==> config.mk <==
export PLATFORM = sky130hd
export DESIGN_NAME = cfg_chain_readback_flat
export DESIGN_NICKNAME = d
export VERILOG_FILES = /design/src/rtl/cfg_chain_readback_pkg.sv /design/src/rtl/cfg_chain_readback_if.sv /design/src/rtl/cfg_shift_deser.sv /design/src/rtl/cfg_chain_readback.sv /design/src/flat_wrapper.sv
export SDC_FILE = /design/constraint.sdc
export NUM_CORES = 1
export LEC_CHECK = 0
export ABC_AREA = 1
export CAP_MARGIN = 10
export CORE_AREA = 10 10 83 85
export CTS_CLUSTER_SIZE = 28
export DETAILED_ROUTE_END_ITERATION = 6
export DIE_AREA = 0 0 93 95
export PLACE_DENSITY = 0.75
export SETUP_SLACK_MARGIN = 0.4
export SLEW_MARGIN = 20
export SYNTH_ARGS = -nofsm -noshare
export SYNTH_HDL_FRONTEND = slang
export SYNTH_SLANG_ARGS = --single-unit
==> constraint.sdc <==
create_clock -name clk -period 2.25 [get_ports clk]
set_input_delay 0.3375 -clock clk [delete_from_list [all_inputs] [get_ports clk]]
set_output_delay 0.3375 -clock clk [all_outputs]
set_load 0.05 [all_outputs]
==> src/rtl/cfg_chain_readback_pkg.sv <==
// rtl/cfg_chain_readback_pkg.sv - shared types and defaults for the config chain loader and reader
package cfg_chain_pkg;

  localparam int WORD_W_DEF = 8;
  localparam int LEN_W_DEF  = 16;

  typedef enum logic [1:0] {
    ST_IDLE,
    ST_SHIFT,
    ST_HOLD,
    ST_FIN
  } chain_state_e;

endpackage

==> src/rtl/cfg_chain_readback_if.sv <==
// rtl/cfg_chain_readback_if.sv - readback word stream between the chain reader and the compare logic
import cfg_chain_pkg::*;

interface cfg_chain_readback_if #(
  parameter int WORD_W = WORD_W_DEF
);
  logic [WORD_W-1:0] word_data;
  logic              word_valid;
  logic              word_ready;
  logic              word_last;

  modport master (output word_data, word_valid, word_last, input word_ready);
  modport slave  (input word_data, word_valid, word_last, output word_ready);
endinterface

==> src/rtl/cfg_shift_deser.sv <==
// rtl/cfg_shift_deser.sv - word-wide deserialiser; first captured bit lands in bit 0
import cfg_chain_pkg::*;

module cfg_shift_deser #(
  parameter int WORD_W = WORD_W_DEF
) (
  input  logic              clk,
  input  logic              rst_n,
  input  logic              cap_en_i,
  input  logic              clr_i,
  input  logic              ser_i,
  output logic [WORD_W-1:0] par_o
);
  localparam int IDX_W = (WORD_W > 1) ? $clog2(WORD_W) : 1;

  logic [WORD_W-1:0] data_q;
  logic [IDX_W-1:0]  idx_q;

  // Clear wins over capture so a new word always starts from an all-zero register.
  always_ff @(posedge clk or negedge rst_n) begin
    if (!rst_n) begin
      data_q <= '0;
      idx_q  <= '0;
    end else if (clr_i) begin
      data_q <= '0;
      idx_q  <= '0;
    end else if (cap_en_i) begin
      data_q[idx_q] <= ser_i;
      idx_q         <= idx_q + 1'b1;
    end
  end

  assign par_o = data_q;
endmodule

==> src/rtl/cfg_chain_readback.sv <==
// rtl/cfg_chain_readback.sv - shifts the config chain tail out and packs it into a word stream
import cfg_chain_pkg::*;

module cfg_chain_readback #(
  parameter int WORD_W = WORD_W_DEF,
  parameter int LEN_W  = LEN_W_DEF
) (
  input  logic                  clk,
  input  logic                  rst_n,
  input  logic                  start_i,
  input  logic [LEN_W-1:0]      chain_len_i,
  output logic                  shift_en_o,
  input  logic                  chain_tail_i,
  output logic                  busy_o,
  output logic                  done_o,
  cfg_chain_readback_if.master  word_if
);
  chain_state_e     state_q;
  logic [LEN_W-1:0] len_q;
  logic [LEN_W-1:0] rcvd_q;
  logic [LEN_W-1:0] rcvd_d;
  logic             shift_en_q;
  logic             valid_q;
  logic             last_q;
  logic             busy_q;
  logic             done_q;
  logic             cap_en;
  logic             clr;
  logic             word_full;
  logic             chain_end;

  assign rcvd_d    = rcvd_q + 1'b1;
  assign word_full = (rcvd_d % LEN_W'(WORD_W)) == '0;
  assign chain_end = (rcvd_d == len_q);

  assign cap_en = (state_q == ST_SHIFT);
  assign clr    = ((state_q == ST_IDLE) && start_i) ||
                  ((state_q == ST_HOLD) && word_if.word_ready && !last_q);

  cfg_shift_deser #(.WORD_W(WORD_W)) u_deser (
    .clk      (clk),
    .rst_n    (rst_n),
    .cap_en_i (cap_en),
    .clr_i    (clr),
    .ser_i    (chain_tail_i),
    .par_o    (word_if.word_data)
  );

  // Count is compared against len_q before it increments, so it can never wrap.
  always_ff @(posedge clk or negedge rst_n) begin
    if (!rst_n) begin
      state_q    <= ST_IDLE;
      len_q      <= '0;
      rcvd_q     <= '0;
      shift_en_q <= 1'b0;
      valid_q    <= 1'b0;
      last_q     <= 1'b0;
      busy_q     <= 1'b0;
      done_q     <= 1'b0;
    end else begin
      done_q <= 1'b0;
      case (state_q)
        ST_IDLE: begin
          if (start_i) begin
            len_q  <= chain_len_i;
            rcvd_q <= '0;
            busy_q <= 1'b1;
            if (chain_len_i != '0) begin
              state_q    <= ST_SHIFT;
              shift_en_q <= 1'b1;
            end else begin
              state_q <= ST_FIN;
            end
          end
        end
        ST_SHIFT: begin
          rcvd_q <= rcvd_d;
          if (word_full || chain_end) begin
            state_q    <= ST_HOLD;
            shift_en_q <= 1'b0;
            valid_q    <= 1'b1;
            last_q     <= chain_end;
          end
        end
        ST_HOLD: begin
          if (word_if.word_ready) begin
            valid_q <= 1'b0;
            last_q  <= 1'b0;
            if (last_q) begin
              state_q <= ST_FIN;
            end else begin
              state_q    <= ST_SHIFT;
              shift_en_q <= 1'b1;
            end
          end
        end
        ST_FIN: begin
          state_q <= ST_IDLE;
          busy_q  <= 1'b0;
          done_q  <= 1'b1;
        end
        default: state_q <= ST_IDLE;
      endcase
    end
  end

  assign shift_en_o         = shift_en_q;
  assign busy_o             = busy_q;
  assign done_o             = done_q;
  assign word_if.word_valid = valid_q;
  assign word_if.word_last  = last_q;
endmodule

==> src/flat_wrapper.sv <==
// flat-port wrapper written by rule: the top's interface ports become plain ports
module cfg_chain_readback_flat 
#(
  parameter int WORD_W = WORD_W_DEF,
  parameter int LEN_W  = LEN_W_DEF
)
  (clk, rst_n, start_i, chain_len_i, shift_en_o, chain_tail_i, busy_o, done_o, word_if_word_data, word_if_word_valid, word_if_word_last, word_if_word_ready);
  cfg_chain_readback_if #(.WORD_W(WORD_W)) word_if_i ();
  input  logic clk;
  input  logic rst_n;
  input  logic start_i;
  input  logic [LEN_W-1:0] chain_len_i;
  output logic shift_en_o;
  input  logic chain_tail_i;
  output logic busy_o;
  output logic done_o;
  output wire logic [$bits(word_if_i.word_data)-1:0] word_if_word_data;
  output wire logic [$bits(word_if_i.word_valid)-1:0] word_if_word_valid;
  output wire logic [$bits(word_if_i.word_last)-1:0] word_if_word_last;
  input wire logic [$bits(word_if_i.word_ready)-1:0] word_if_word_ready;
  assign word_if_word_data = word_if_i.word_data;
  assign word_if_word_valid = word_if_i.word_valid;
  assign word_if_word_last = word_if_i.word_last;
  assign word_if_i.word_ready = word_if_word_ready;
  cfg_chain_readback #(.WORD_W(WORD_W), .LEN_W(LEN_W)) u_core (.clk(clk), .rst_n(rst_n), .start_i(start_i), .chain_len_i(chain_len_i), .shift_en_o(shift_en_o), .chain_tail_i(chain_tail_i), .busy_o(busy_o), .done_o(done_o), .word_if(word_if_i));
endmodule
Yosys cells after proc, flatten, opt, wreduce, memory -nomap -nowiden
Cells that the tools add are included.
{"block": "totals", "reg_bits": 50, "inputBits": 21, "output_inout_bits": 13, "elab_cells": 73}
{"block": "op_classes", "n_addsub": 2, "magnitude_cmp": 2, "eq_ne": 9, "mux": 29, "n_reduce_logical": 21}
{"cell": "case mux 16 bit (2 select lines)", "n": 1}
{"cell": "adder 16 x 1 -> 16 bit (second input constant)", "n": 1}
{"cell": "== test 16 bit", "n": 1}
{"cell": "logical NOT 16 bit", "n": 1}
{"cell": "two-way mux 16 bit", "n": 1}
{"cell": "two-way mux 8 bit", "n": 2}
{"cell": "nonzero test 16 bit", "n": 1}
{"cell": "two-way mux 1 bit", "n": 11}
{"cell": "two-way mux 2 bit", "n": 5}
{"cell": "!= test 2 bit (second input constant)", "n": 5}
{"cell": "bitwise mux 8 bit", "n": 1}
{"cell": "case mux 2 bit (4 select lines)", "n": 1}
{"cell": "nonzero test 2 bit", "n": 4}
{"cell": "two-way mux 3 bit", "n": 2}
{"cell": "case mux 1 bit (2 select lines)", "n": 3}
{"cell": "AND reduction 2 bit", "n": 3}
{"cell": "AND reduction 3 bit", "n": 2}
{"cell": "AND reduction 6 bit", "n": 1}
{"cell": "== test 2 bit (second input constant)", "n": 2}
{"cell": "logical AND 1 bit", "n": 4}
{"cell": "< comparator 3 x 4 -> 1 bit (second input constant)", "n": 1}
{"cell": "adder 3 x 1 -> 3 bit (second input constant)", "n": 1}
{"cell": "demux 1 bit (select 3 bit)", "n": 1}
{"cell": "greater-or-equal comparator 3 x 1 -> 1 bit (second input constant)", "n": 1}
{"cell": "6 further kinds", "n": 7}

Depth between registers and ports, before layout
{"block": "logic_depth", "word_depth": 7, "ltp_mapped": 17}

Hierarchy
Synthesis repeated with hierarchy kept, for this count alone.
{"block": "unflattened", "hier_cells": 417, "area_unflattened_um2": 3030.4}
{"module": "cfg_chain_readback", "n_inst": 1, "cells_per_inst": 335, "area_each_um2": 2444.8}
{"module": "cfg_shift_deser", "n_inst": 1, "cells_per_inst": 82, "area_each_um2": 585.6}

Least setup slack after synthesis
No wires, ideal clock.
{"block": "synth_path", "path_kind": "register to register", "start": "register u_core.rcvd_q[0]", "end": "register u_core.shift_en_q, in the netlist u_core.shift_en_o", "setup_ps": 119, "t_arrival_ps": 1778, "required_time_ps": 2131, "setup_slack_ps": 353, "path_stages_with_launch": 14, "period_less_slack_ps": 1897, "cell_sequence": "dfrtp_1 ha_1 ha_1 xor2_1 nor2_1 nand2_1 nor2_1 nand3_1 nor2_2 nand2_1 nand2_2 nand2_1 nand2_1 nand2_1"}
{"block": "synth_via", "elab_chain_cells": 5, "elab_cells_between_ends": 6}
{"element": "start: declaration", "line": "cfg_chain_readback.sv:20", "text": "logic [LEN_W-1:0] rcvd_q;"}
{"element": "start signal: assignment", "line": "cfg_chain_readback.sv:77", "text": "rcvd_q <= rcvd_d;"}
{"element": "adder 16 x 1 -> 16 bit (*)", "line": "cfg_chain_readback.sv:32", "text": "assign rcvd_d = rcvd_q + 1'b1;"}
{"element": "== test 16 bit or logical NOT 16 bit (tied branches)", "line": "cfg_chain_readback.sv:34, cfg_chain_readback.sv:33"}
{"element": "logical OR 1 bit (*)", "line": "cfg_chain_readback.sv:78", "text": "if (word_full || chain_end) begin"}
{"element": "!= test 2 bit (no source line) (*)"}
{"element": "AND reduction 6 bit (no source line) (*)"}
{"element": "end signal: assignment", "line": "cfg_chain_readback.sv:55", "text": "shift_en_q <= 1'b0;"}
{"element": "end signal: assignment", "line": "cfg_chain_readback.sv:80", "text": "shift_en_q <= 1'b0;"}
{"element": "end signal: assignment", "line": "cfg_chain_readback.sv:93", "text": "shift_en_q <= 1'b1;"}
{"element": "end: declaration", "line": "cfg_chain_readback.sv:22", "text": "logic shift_en_q;"}
Mark *: on every way between the ends. The rest lies on a longest branch, timed or not.
A chain may end at the register's enable or synchronous reset.

Worst setup path in the final report
{"block": "layout_path", "start": "register u_core.rcvd_q[0]", "end": "register u_core.last_q, in the netlist u_core.word_if.word_last"}
{"block": "layout_via", "elab_chain_cells": 5, "elab_cells_between_ends": 8}
{"element": "adder 16 x 1 -> 16 bit (*)", "line": "cfg_chain_readback.sv:32"}
{"element": "== test 16 bit or logical NOT 16 bit (tied branches)", "line": "cfg_chain_readback.sv:34, cfg_chain_readback.sv:33"}
{"element": "logical OR 1 bit", "line": "cfg_chain_readback.sv:78"}
{"element": "!= test 2 bit (no source line)"}
{"element": "AND reduction 3 bit (no source line)"}
{"element": "end signal: assignment", "line": "cfg_chain_readback.sv:82", "text": "last_q <= chain_end;"}
{"element": "end: declaration", "line": "cfg_chain_readback.sv:24", "text": "logic last_q;"}
Mark *: on every way between the ends. The rest lies on a longest branch, timed or not. The select of a mux whose other input is x is not followed.

==> metrics.cfg <==
[power_and_ir_drop]
power_frac_comb_pct = 50.6
pwr-share-clk_pct = 13.2
p_switching_uw = 1840
p_int_uw = 2180
p_leak_uw = 0.00177
vdd_drop_max_v = 0.000750
power_frac_seq_pct = 36.1
netSwitchingFraction_pct = 45.8
powerDensity_nw_per_um2 = 1140

[timing]
setup_slack_ns = 0.285
final-setup-viol-count = 0
clock_skew_ns = 0.00943
tns_ns = 0
min_period_ns = 1.97
clock.fmax_mhz = 509
slew_violations = 0
slew_headroom_pct = 59.5
rsz0062_at_grt = true
finalHoldViolCount = 0
fin_crit_sh_pct = 87.3
worst_slew_pin_slew_ns = 0.608

[route]
drc = 0
wire_per_inst_um = 14.3
postRouteAntennaNets = 0
dr_total_vias = 2660
postRouteWirelength_um = 7080
drtIter0Drc = 181
viasPerCell = 5.37
firstDrtPassIters = 4

[worst_setup_path]
reg2reg_to = u_core.word_if.word_last
crit_required_ns = 2.46
path_max_fanout = 6
r2r_cells = 16
r2r_start = u_core.rcvd_q[0]
r2r_setup_slack_ns = 0.28
cpMaxStageDelayCell = dfrtp_2
worstPathArrival_ns = 2.18
crit_path_frequent_cell = nand2_2
max_stage_delay_ns = 0.40
endpoint = u_core.word_if.word_last
crit_type = register to register
start_kind = register
crit_start = u_core.rcvd_q[0]
critPathCaptureType = register
cp_cell_sequence = buf_4, nand2_2, nor2_8, nand2_1, nand2_1, nand2_1, nand2_1, nand2_1, nor2_1, nand3_2, nor2_4, nand2_2, nand2_2, nand2_2, nand2_2, nand2_2

[logic_synthesis]
netlist-cell-type-count = 28
synthTopCellsByArea = dfrtp_1 (44%), nand2_1 (14%), inv_1 (7.2%)
syn_nets = 400
ys_warn_count = 0
synth-main-ff-cell = dfrtp_1
synthArstFlopShare_pct = 100
ys_seq_area_share_pct = 43.8
synth.largest_area_cell = dfrtp_1
synth_enable_flop_cells = 0
avgSynthCellArea_um2 = 7.59
synthCells = 376
synth_area_um2 = 2860
ys_seq_elements = 50
synth_top_area_share_pct = 43.8

[final_layout]
final_common_cell = nand2_1
fill_cells = 474
n_antenna_cell = 0
layout_common_cells = nand2_1 (96), inv_1 (55), dfrtp_1 (48)
nets = 446
drive_gt1_share_pct = 13.0
synthToLayoutAreaGrowth_pct = 23.5

[cts]
numCtsBuffers = 5
htree_levels = 2
clk_latency_ns = 0.31
clock_sinks = 50
clock_path_buffers = 2
cts_tree = yes
cts-root-buf = clkbuf_8
path_clk_slew_ns = 0.10

[global_routing]
grt_pass1_wl_um = 11800
grt_pass1_vias = 2632
grt_max_degree = 27
grtUsageTotal_pct = 16.3
antenna_found_initial = 0
overflow = 0

[floorplanning]
start_util_pct = 53.5
die_w_um = 93
die_h_um = 95
core-area_um2 = 5340
ioPinCount = 34
fp.dieArea_um2 = 8840
rows = 27

[place]
numPortBuffers = 33
place_hpwl_um = 5140
place_ws_ns = 0.112
place.gp.congestion = 0.861

[job]
cap_violations = 0

[run_status]
outcome = completed

[worst_hold_path]
hold_class = input pin to async pin

[cells by family (layout without fill, tap and decap cells)]
kind of cell             Yosys count  after routing  share of synthesized area (%)
AND/OR/NAND/NOR                  202            202                           32.5
buffers and inverters             62            109                           8.41
AO/OA/AOI/OAI                     51             51                           10.5
flip-flops                        50             50                           43.8
XOR/XNOR                           8              8                           3.42
adder cells (fa/ha/maj)            3              3                           1.31
[power by group through the flow]
stage               combinational (uW)  clock [uW]  sequential, uW
global route                      2260         582            1490
global placement                  1870           0            1450
floorplan                         1080           0            1710
finish                            2030         532            1450
CTS                               2010         547            1450
detailed placement                1910           0            1460
[final cells by class]
cell class              instances  area, um^2  share of cell area [%]
clock buffers                   5        68.8                    1.95
clock inverters                 3        21.3                   0.603
inverters                      55         206                    5.86
multi-input cells             264        1430                    40.6
flip-flops and latches         50        1250                    35.6
well taps                      72        90.1                    2.56
repair buffers                 46         454                    12.9
[routing by layer]
metal / vias up / share of wire [%] / global-route usage [%]
met3: 14 / 5.4 / 3.49
met5: - / 0 / 0
li1: 1311 / - / -
met2: 82 / 49 / 28.5
met4: 0 / 2.4 / 6.17
met1: 1253 / 43 / 19.3
[cells in the mapped netlist, drive strengths merged, types with 2 or more instances]
library cell  number
nand2            111
o21ai             25
o22ai              8
dfrtp             50
ha                 3
o21bai             2
nand4              9
nand3             38
nor4               2
xor2               5
nand3b             2
inv               55
a311oi             7
nor2              39
clkbuf             6
a21oi              8
xnor3              2
[flip-flops by register name, indices dropped and copies added, names as in the netlist]
name                       flops
u_core.len_q                  16
u_core.shift_en_o              1
u_core.rcvd_q                 16
u_core.done_o                  1
u_core.state_q                 2
u_core.busy_o                  1
u_core.u_deser.idx_q           3
u_core.word_if.word_valid      1
u_core.u_deser.par_o           8
u_core.word_if.word_last       1
[worst max-delay path, delay by kind of cell (launching register included)]
family        cells  cell delay (ns)
simple gates     15             1.32
flops             1             0.40
buf+inv           1             0.15
[worst min-delay path by stage]
stage / start / end / cells after the start
after detailed placement: rst_n / u_core.len_q[4] / 1
after global routing: rst_n / u_core.u_deser.idx_q[1] / 1
final: rst_n / u_core.u_deser.idx_q[1] / 1
after floorplan: rst_n / u_core.busy_o / 0
after global placement: rst_n / u_core.len_q[4] / 1
after CTS: rst_n / u_core.len_q[2] / 1
[what timing repair did]
item / in CTS / in global routing
pin swaps: 2 / 12
hold buffers: 0 / 0
resized for setup: 8 / 18
setup endpoints to repair: 6 / 13
buffers inserted: 3 / 4
[metrics by stage]
step / instance area [um^2] / total power [uW] / cells / hold slack, ns / utilization, %
floorplan: 2870 / 2800 / 376 / 0.0419 / -
global placement: 3310 / 3320 / 480 / 0.392 / 62.0
detailed placement: 3310 / 3370 / 480 / 0.390 / 62.0
CTS: 3440 / 4000 / 491 / 0.0505 / 64.5
global route: 3530 / 4330 / 495 / 0.0629 / 66.1
finish: 3530 / 4020 / 495 / 0.0331 / 66.1
Note: power is estimated with default switching activity, not from simulation.
